### config.mk
export PLATFORM = sky130hd
export DESIGN_NAME = gpr_wb_arbiter
export DESIGN_NICKNAME = d
export VERILOG_FILES = /design/src/rtl/gpr_wb_arbiter.sv
export SDC_FILE = /design/constraint.sdc
export NUM_CORES = 1
export LEC_CHECK = 0
export ABC_AREA = 1
export BUFFER_PORTS_ARGS = -buffer_cell sky130_fd_sc_hd__clkbuf_2
export CAP_MARGIN = 15
export CORE_ASPECT_RATIO = 1.1
export CORE_UTILIZATION = 25
export DETAILED_ROUTE_END_ITERATION = 10
export SLEW_MARGIN = 25
export SYNTH_ARGS = -nofsm -noshare
export SYNTH_HDL_FRONTEND = slang
export SYNTH_SLANG_ARGS = --single-unit
### constraint.sdc
create_clock -name clk -period 3.6 [get_ports clk]
set_clock_uncertainty 0.2 [all_clocks]
set_input_delay 1.08 -clock clk [delete_from_list [all_inputs] [get_ports clk]]
set_output_delay 1.08 -clock clk [all_outputs]
set_load 0.01 [all_outputs]
### src/rtl/gpr_wb_arbiter.sv
// Two-requester GPR writeback arbiter: per-requester FIFOs, round-robin drain into a
// registered single write port, plus a pending-write scoreboard for decode hazards.
module gpr_wb_arbiter #(
    parameter int FIFO_DEPTH = 2,
    parameter int ADDR_W     = 5,
    parameter int DATA_W     = 32
) (
    input  logic              clk,
    input  logic              reset,
    input  logic              req0_valid,
    output logic              req0_ready,
    input  logic [ADDR_W-1:0] req0_addr,
    input  logic [DATA_W-1:0] req0_data,
    input  logic              req1_valid,
    output logic              req1_ready,
    input  logic [ADDR_W-1:0] req1_addr,
    input  logic [DATA_W-1:0] req1_data,
    output logic              gpr_we_,
    output logic [ADDR_W-1:0] gpr_wr_addr,
    output logic [DATA_W-1:0] gpr_wr_data,
    input  logic [ADDR_W-1:0] chk_addr_0,
    input  logic [ADDR_W-1:0] chk_addr_1,
    output logic              chk_hazard_0,
    output logic              chk_hazard_1,
    output logic              idle
);
    localparam int PTR_W = $clog2(FIFO_DEPTH);
    localparam int CNT_W = PTR_W + 1;
    localparam logic [CNT_W-1:0] FULL = CNT_W'(FIFO_DEPTH);

    logic [1:0]        in_valid;
    logic [ADDR_W-1:0] in_addr [2];
    logic [DATA_W-1:0] in_data [2];
    logic [ADDR_W-1:0] chk_addr [2];

    logic [ADDR_W-1:0] q_addr [2][FIFO_DEPTH];
    logic [DATA_W-1:0] q_data [2][FIFO_DEPTH];
    logic [PTR_W-1:0]  wr_ptr [2];
    logic [PTR_W-1:0]  rd_ptr [2];
    logic [CNT_W-1:0]  count  [2];
    logic              rr_pri1;

    logic [1:0] ready;
    logic [1:0] push;
    logic [1:0] pop;
    logic [1:0] not_empty;
    logic [1:0] hazard;
    logic [FIFO_DEPTH-1:0] slot_valid [2];
    logic [PTR_W-1:0] off;

    assign in_valid    = {req1_valid, req0_valid};
    assign in_addr[0]  = req0_addr;
    assign in_addr[1]  = req1_addr;
    assign in_data[0]  = req0_data;
    assign in_data[1]  = req1_data;
    assign chk_addr[0] = chk_addr_0;
    assign chk_addr[1] = chk_addr_1;

    // Writes to r0 complete the handshake but never occupy a FIFO slot.
    always_comb begin
        not_empty = '0;
        ready     = '0;
        push      = '0;
        pop       = '0;
        for (int s = 0; s < 2; s++) begin
            not_empty[s] = (count[s] != '0);
            ready[s]     = ~reset & (count[s] != FULL);
            push[s]      = in_valid[s] & ready[s] & (in_addr[s] != '0);
        end
        pop[0] = not_empty[0] & (~not_empty[1] | ~rr_pri1);
        pop[1] = not_empty[1] & (~not_empty[0] | rr_pri1);
    end

    always_ff @(posedge clk) begin
        for (int s = 0; s < 2; s++) begin
            if (push[s]) begin
                q_addr[s][wr_ptr[s]] <= in_addr[s];
                q_data[s][wr_ptr[s]] <= in_data[s];
            end
        end
    end

    always_ff @(posedge clk) begin
        if (reset) begin
            for (int s = 0; s < 2; s++) begin
                wr_ptr[s] <= '0;
                rd_ptr[s] <= '0;
                count[s]  <= '0;
            end
            rr_pri1     <= 1'b0;
            gpr_we_     <= 1'b1;
            gpr_wr_addr <= '0;
            gpr_wr_data <= '0;
        end else begin
            for (int s = 0; s < 2; s++) begin
                if (push[s]) wr_ptr[s] <= wr_ptr[s] + PTR_W'(1);
                if (pop[s])  rd_ptr[s] <= rd_ptr[s] + PTR_W'(1);
                count[s] <= count[s] + CNT_W'(push[s]) - CNT_W'(pop[s]);
            end
            if (pop[0]) begin
                gpr_we_     <= 1'b0;
                gpr_wr_addr <= q_addr[0][rd_ptr[0]];
                gpr_wr_data <= q_data[0][rd_ptr[0]];
            end else if (pop[1]) begin
                gpr_we_     <= 1'b0;
                gpr_wr_addr <= q_addr[1][rd_ptr[1]];
                gpr_wr_data <= q_data[1][rd_ptr[1]];
            end else begin
                gpr_we_ <= 1'b1;
            end
            // Priority only flips when both sides actually competed.
            if (&not_empty) rr_pri1 <= ~rr_pri1;
        end
    end

    always_comb begin
        off    = '0;
        hazard = '0;
        for (int s = 0; s < 2; s++) begin
            slot_valid[s] = '0;
            for (int i = 0; i < FIFO_DEPTH; i++) begin
                off              = PTR_W'(i) - rd_ptr[s];
                slot_valid[s][i] = ({1'b0, off} < count[s]);
            end
        end
        for (int k = 0; k < 2; k++) begin
            if (chk_addr[k] != '0) begin
                for (int s = 0; s < 2; s++) begin
                    for (int i = 0; i < FIFO_DEPTH; i++) begin
                        if (slot_valid[s][i] && (q_addr[s][i] == chk_addr[k])) hazard[k] = 1'b1;
                    end
                end
                if (!gpr_we_ && (gpr_wr_addr == chk_addr[k])) hazard[k] = 1'b1;
            end
        end
    end

    assign chk_hazard_0 = hazard[0];
    assign chk_hazard_1 = hazard[1];
    assign req0_ready   = ready[0];
    assign req1_ready   = ready[1];
    assign idle         = (count[0] == '0) & (count[1] == '0) & gpr_we_;

endmodule
==> metrics.txt, run 1 <==
largest net degree at the start of global routing=63; f_max=0.2880 GHz; CTS H-tree depth=4; Crit Path Category=input pin to output pin; post-route setup slack=0.1274 ns; fin nets=949; RSZ-0062 raised after global routing=no; critical path cell sequence=clkbuf_2, inv_1, nand2_1, nand2_1, nor2_1, nand3_1, nand3_1, nor2_1, nor2_1, clkbuf_2; crit-path max cell delay=0.18 ns; clock sink count=195; multi-input combinational cell area=2542 um^2; max-slew violation count=0; Power Density=726.4 nW/um^2; ys async rst share=0; number of global-route vias before repair=5578; minimum hold slack=0.2740 ns; Area Overhead vs Synth=20.92%; worst reg2reg path depth=5; Post-synth EDFFs=152; area leader, netlist=edfxtp_1; depth of the worst hold-timing path=2; peak supply drop=0.4022 mV; CTS tree=yes; Layout Utilization=0.3090; Via density=4.304; Routed WL=21380 um; Synth Flop Type=edfxtp_1; n_diodes=0; Setup crit end kind=output pin; #FFs+latches synth=195; routability cong.=0.9428; first-pass GRT wire length=32380 um; Distinct cells, synth=27; die area=33910 um^2; top cells by count, synth=nand2_1 (167), edfxtp_1 (152), nand3_1 (62), inv_1 (45), dfxtp_1 (43); Cell Area, Synth=8294 um^2; CP dominant cell by count=nor2_1; outcome=complete, no violations; grt ovf=0; endpoints failing hold=0; post-place setup slack=0.1600 ns; Clock transition at path regs=0.07 ns; drt wl/cell=16.50 um; vias=5578; Cells after Synth=725; layout cells sized above 1=0.2494; CTS root buf=clkbuf_16; max-cap viol count=0; Synth area leaders=edfxtp_1 (55%), dfxtp_1 (10%), nand2_1 (7.6%); Port Buf Inserts=130; relative slew slack=0.5025; CP max stage cell=inv_1; Die Ht=193.0 um; Clock Path Buffers=2; HP Class=flop to flop; sequential cell area=5425 um^2; YS warnings=0; Starting DRT DRC Count=350; CTS Buf Count=17; crit path DAT=2.19 ns; Post-DP Area=9453 um^2; CTS Hold Buffers Added=0; post-CTS setup buffer count=0; setup TNS=0 ns; sequential area share after synthesis=0.6541; Die X=175.7 um; R2R Setup Slk=1.34 ns; half-perimeter wire length after placement=14470 um; startpoint types=input pin; post-CTS sizing=0; Ports=131; DR pass1 iterations=5; Skew-Pair Late Insertion Delay=0.43 ns; initial antenna violation count=0; remaining antenna violation count=0; Synth top area share=0.5503; Leakage=0.004127 uW; CP max FO=7; Final Cell Area=10030 um^2; Syn Nets=817; all-layer global routing usage=0.1297; Final min period=3.473 ns; Initial Utilization=0.2555; Critical Path RT=2.32 ns; Tcrit/Tclk final=0.9646; endpoints failing setup=0; Layout fillers=3340; Post-route DRC=0; # rows=69; count leader, synth=nand2_1; core box area=32460 um^2; Slew @ Worst Pin=0.7463 ns; Syn Area/Cell=11.44 um^2
==> critical path, delay by kind of cell <==
kind | cells | cell delay [ns]
buffers and inverters | 3 | 0.48
AND/OR/NAND/NOR | 7 | 0.63
==> path summary, 6_finish.rpt <==
kind,to,start
max,chk_hazard_1,chk_addr_1[2]
min,gpr_wr_data[12]$_SDFFE_PP0N_,gpr_wr_data[12]$_SDFFE_PP0N_
max reg2reg,q_data[0][12]$_DFFE_PP_,count[0][0]$_SDFF_PP0_
min reg2reg,gpr_wr_data[12]$_SDFFE_PP0N_,gpr_wr_data[12]$_SDFFE_PP0N_
==> per-layer routing <==
metal / routed length, um / vias to the layer above / GRT usage
met5: 0 / - / 0
met3: 1024 / 13 / 0.03020
met4: 217 / 0 / 0.03779
li1: - / 2781 / -
met1: 9605 / 2637 / 0.1634
met2: 10540 / 147 / 0.2212
==> state kept, by name, indices dropped and copies added, names as in the netlist <==
register and count:
gpr_wr_data 32, q_addr 20, wr_ptr 2, gpr_we_ 1, rr_pri1 1, gpr_wr_addr 5, count 4, rd_ptr 2
q_data 128
==> where the power goes <==
| group | internal, uW | total [uW] | switching, uW |
|---|---|---|---|
| clock network | 976 | 1870 | 894 |
| logic | 830 | 2380 | 1550 |
| registers | 2830 | 3040 | 207 |
| total | 4640 | 7290 | 2650 |
==> cells by family (layout without fill, tap and decap cells) <==
family | after synthesis | after routing | share of synthesized area
simple gates | 281 | 281 | 0.1447
mux | 64 | 64 | 0.08086
compound gates | 86 | 86 | 0.05657
buf+inv | 81 | 226 | 0.04299
fa+ha+maj | 4 | 4 | 0.006034
flops | 195 | 195 | 0.6541
xor+xnor | 14 | 14 | 0.01478
==> placed cells by master, fill, tap and decap left out, types with 5 or more instances in the layout <==
cell type,instances
a21oi_1,36
buf_4,15
clkbuf_16,17
clkbuf_2,130
clkinv_4,5
dfxtp_1,43
edfxtp_1,152
inv_1,44
mux2_2,24
mux2i_1,40
nand2_1,167
nand3_1,62
nor2_1,37
nor2_4,5
nor3_1,5
o211ai_1,10
o21ai_0,19
o21ai_1,19
xor2_1,14
==> area by class of cell <==
class / count / share of cell area
tap: 426 / 0.05314
clock buffer: 17 / 0.04242
timing repair buffer: 145 / 0.07610
clock inverter: 15 / 0.01509
sequential: 195 / 0.5409
inverter: 49 / 0.01884
multi-input combinational: 449 / 0.2535
==> stage by stage <==
stage	total power [uW]	std cells
global route	7779	1296
detailed placement	5535	1264
CTS	7426	1296
floorplan	4663	725
finish	7286	1296
global placement	5485	1264
Power figures use the tool's default switching activity.
==> run 2: changes to the inputs <==
RECOVER_POWER = 25   (was not set)
==> metrics.txt, run 2 (synthesized netlist as in run 1, its figures left out) <==
post-route setup slack=0.1331 ns (+0.005663 ns); relative slew slack=0.5014 (-0.001081); Port Buf Inserts=130 (unchanged); crit-path max cell delay=0.18 ns (about the same); Final min period=3.467 ns (-0.005663 ns); minimum hold slack=0.2730 ns (-0.001043 ns); outcome=complete, no violations; post-CTS setup buffer count=0 (unchanged); Via density=4.326 (+0.50%); Skew-Pair Late Insertion Delay=0.43 ns (about the same); Power Density=730.0 nW/um^2 (+0.50%); Crit Path Category=input pin to output pin; Initial Utilization=0.2555 (unchanged); HP Class=flop to flop; max-slew violation count=0 (unchanged); Routed WL=21410 um (+0.11%); Critical Path RT=2.32 ns (about the same); vias=5606 (+0.50%); fin nets=949 (unchanged); setup TNS=0 ns (unchanged); f_max=0.2884 GHz (+0.16%); Starting DRT DRC Count=352 (+0.57%); Tcrit/Tclk final=0.9630 (-0.001573); routability cong.=0.9428 (unchanged); max-cap viol count=0 (unchanged); hold_sp=gpr_wr_data[10]$_SDFFE_PP0N_; all-layer global routing usage=0.1297 (unchanged); post-CTS sizing=0 (unchanged); clock sink count=195 (unchanged); Clock transition at path regs=0.07 ns (about the same); grt ovf=0 (unchanged); CP max FO=7 (unchanged); endpoints failing setup=0 (unchanged); critical path cell sequence=clkbuf_2, inv_1, nand2_1, nand2_1, nor2_1, nand3_1, nand3_1, nor2_1, nor2_1, clkbuf_2; reg2reg end=q_data[0][12]$_DFFE_PP_; crit path DAT=2.19 ns (about the same); post-place setup slack=0.1600 ns (unchanged); Post-route DRC=0 (unchanged); startpoint types=input pin; worst reg2reg path depth=5 (unchanged); commonest non-fill, non-tap cells in the layout=nand2_1 (167), edfxtp_1 (152), clkbuf_2 (90); half-perimeter wire length after placement=14470 um (unchanged); Leakage=0.004008 uW (-2.9%); CTS Hold Buffers Added=0 (unchanged); commonest non-fill, non-tap cell in the layout=nand2_1; Die Ht=193.0 um (unchanged); die area=33910 um^2 (unchanged); CTS Buf Count=17 (unchanged); Setup crit end kind=output pin; # rows=69 (unchanged); CP dominant cell by count=nor2_1; largest net degree at the start of global routing=63 (unchanged); R2R Setup Slk=1.34 ns (about the same); core box area=32460 um^2 (unchanged); initial antenna violation count=0 (unchanged); first-pass GRT wire length=32380 um (unchanged); Area Overhead vs Synth=20.32%; Ports=131 (unchanged); CP max stage cell=inv_1; Slew @ Worst Pin=0.7479 ns (+0.001622 ns); n_diodes=0 (unchanged); Clock Path Buffers=2 (unchanged); drt wl/cell=16.52 um (+0.11%); layout cells sized above 1=0.2034 (-0.04598); CTS H-tree depth=4 (unchanged); endpoints failing hold=0 (unchanged); number of global-route vias before repair=5578 (unchanged); CTS tree=yes; peak supply drop=0.4010 mV (-0.28%); CTS root buf=clkbuf_16; worst r2r src=count[0][0]$_SDFF_PP0_; Die X=175.7 um (unchanged); depth of the worst hold-timing path=2 (unchanged); DR pass1 iterations=5 (unchanged); Min-Delay Endpoint=gpr_wr_data[10]$_SDFFE_PP0N_; remaining antenna violation count=0 (unchanged); max FFs per register=128 (unchanged); RSZ-0062 raised after global routing=no
## run 2: changes by cell type in the layout (fill, tap and decap cells not counted)
cell      delta
clkbuf_1    +40
clkbuf_2    -40
## run 2: metrics by stage
step           cells  power, uW  cell area (um^2)    util
2_1_floorplan    725       4663              8294       -
3_3_place_gp    1264       5485              9453  0.2912
3_5_place_dp    1264       5535              9453  0.2912
4_1_cts         1296       7426             10030  0.3090
5_1_grt         1296       7774              9980  0.3074
6_report        1296       7285              9980  0.3074
## run 2: metal layers
layer / wire, um / global-route usage / share of wire
met3: 1089 / 0.03020 / 0.051
met4: 208 / 0.03779 / 0.0097
met1: 9547 / 0.1634 / 0.45
met2: 10560 / 0.2212 / 0.49
met5: 0 / 0 / 0
## run 2: worst max-delay path by stage
stage	start	to	slack [ns]	cells after the start
floorplan	reset	q_addr[0][0]$_DFFE_PP_	-0.17	3
detailed placement	chk_addr_1[2]	chk_hazard_1	0.16	10
global route	chk_addr_1[2]	chk_hazard_1	0.07	10
finish	chk_addr_1[2]	chk_hazard_1	0.13	10
CTS	chk_addr_1[2]	chk_hazard_1	0.15	10
global placement	chk_addr_1[2]	chk_hazard_1	0.11	10
## run 2: power breakdown
group / switching, uW / total [uW] / internal [uW]
Combinational: 1550 / 2380 / 824
Clock: 896 / 1870 / 976
Sequential: 207 / 3040 / 2830
Total: 2650 / 7290 / 4630
## run 2: cell type report
class	instances	area, um^2
Sequential cell	195	5425
Timing Repair Buffer	145	713.2
Fill cell	3365	22480
Inverter	49	188.9
Clock inverter	15	151.4
Clock buffer	17	425.4
Tap cell	426	533.0
Multi-Input combinational cell	449	2542
## run 2: critical path: cells and delay by family
kind | cells | cell delay [ns]
buffers and inverters | 3 | 0.48
and+or+nand+nor | 7 | 0.63
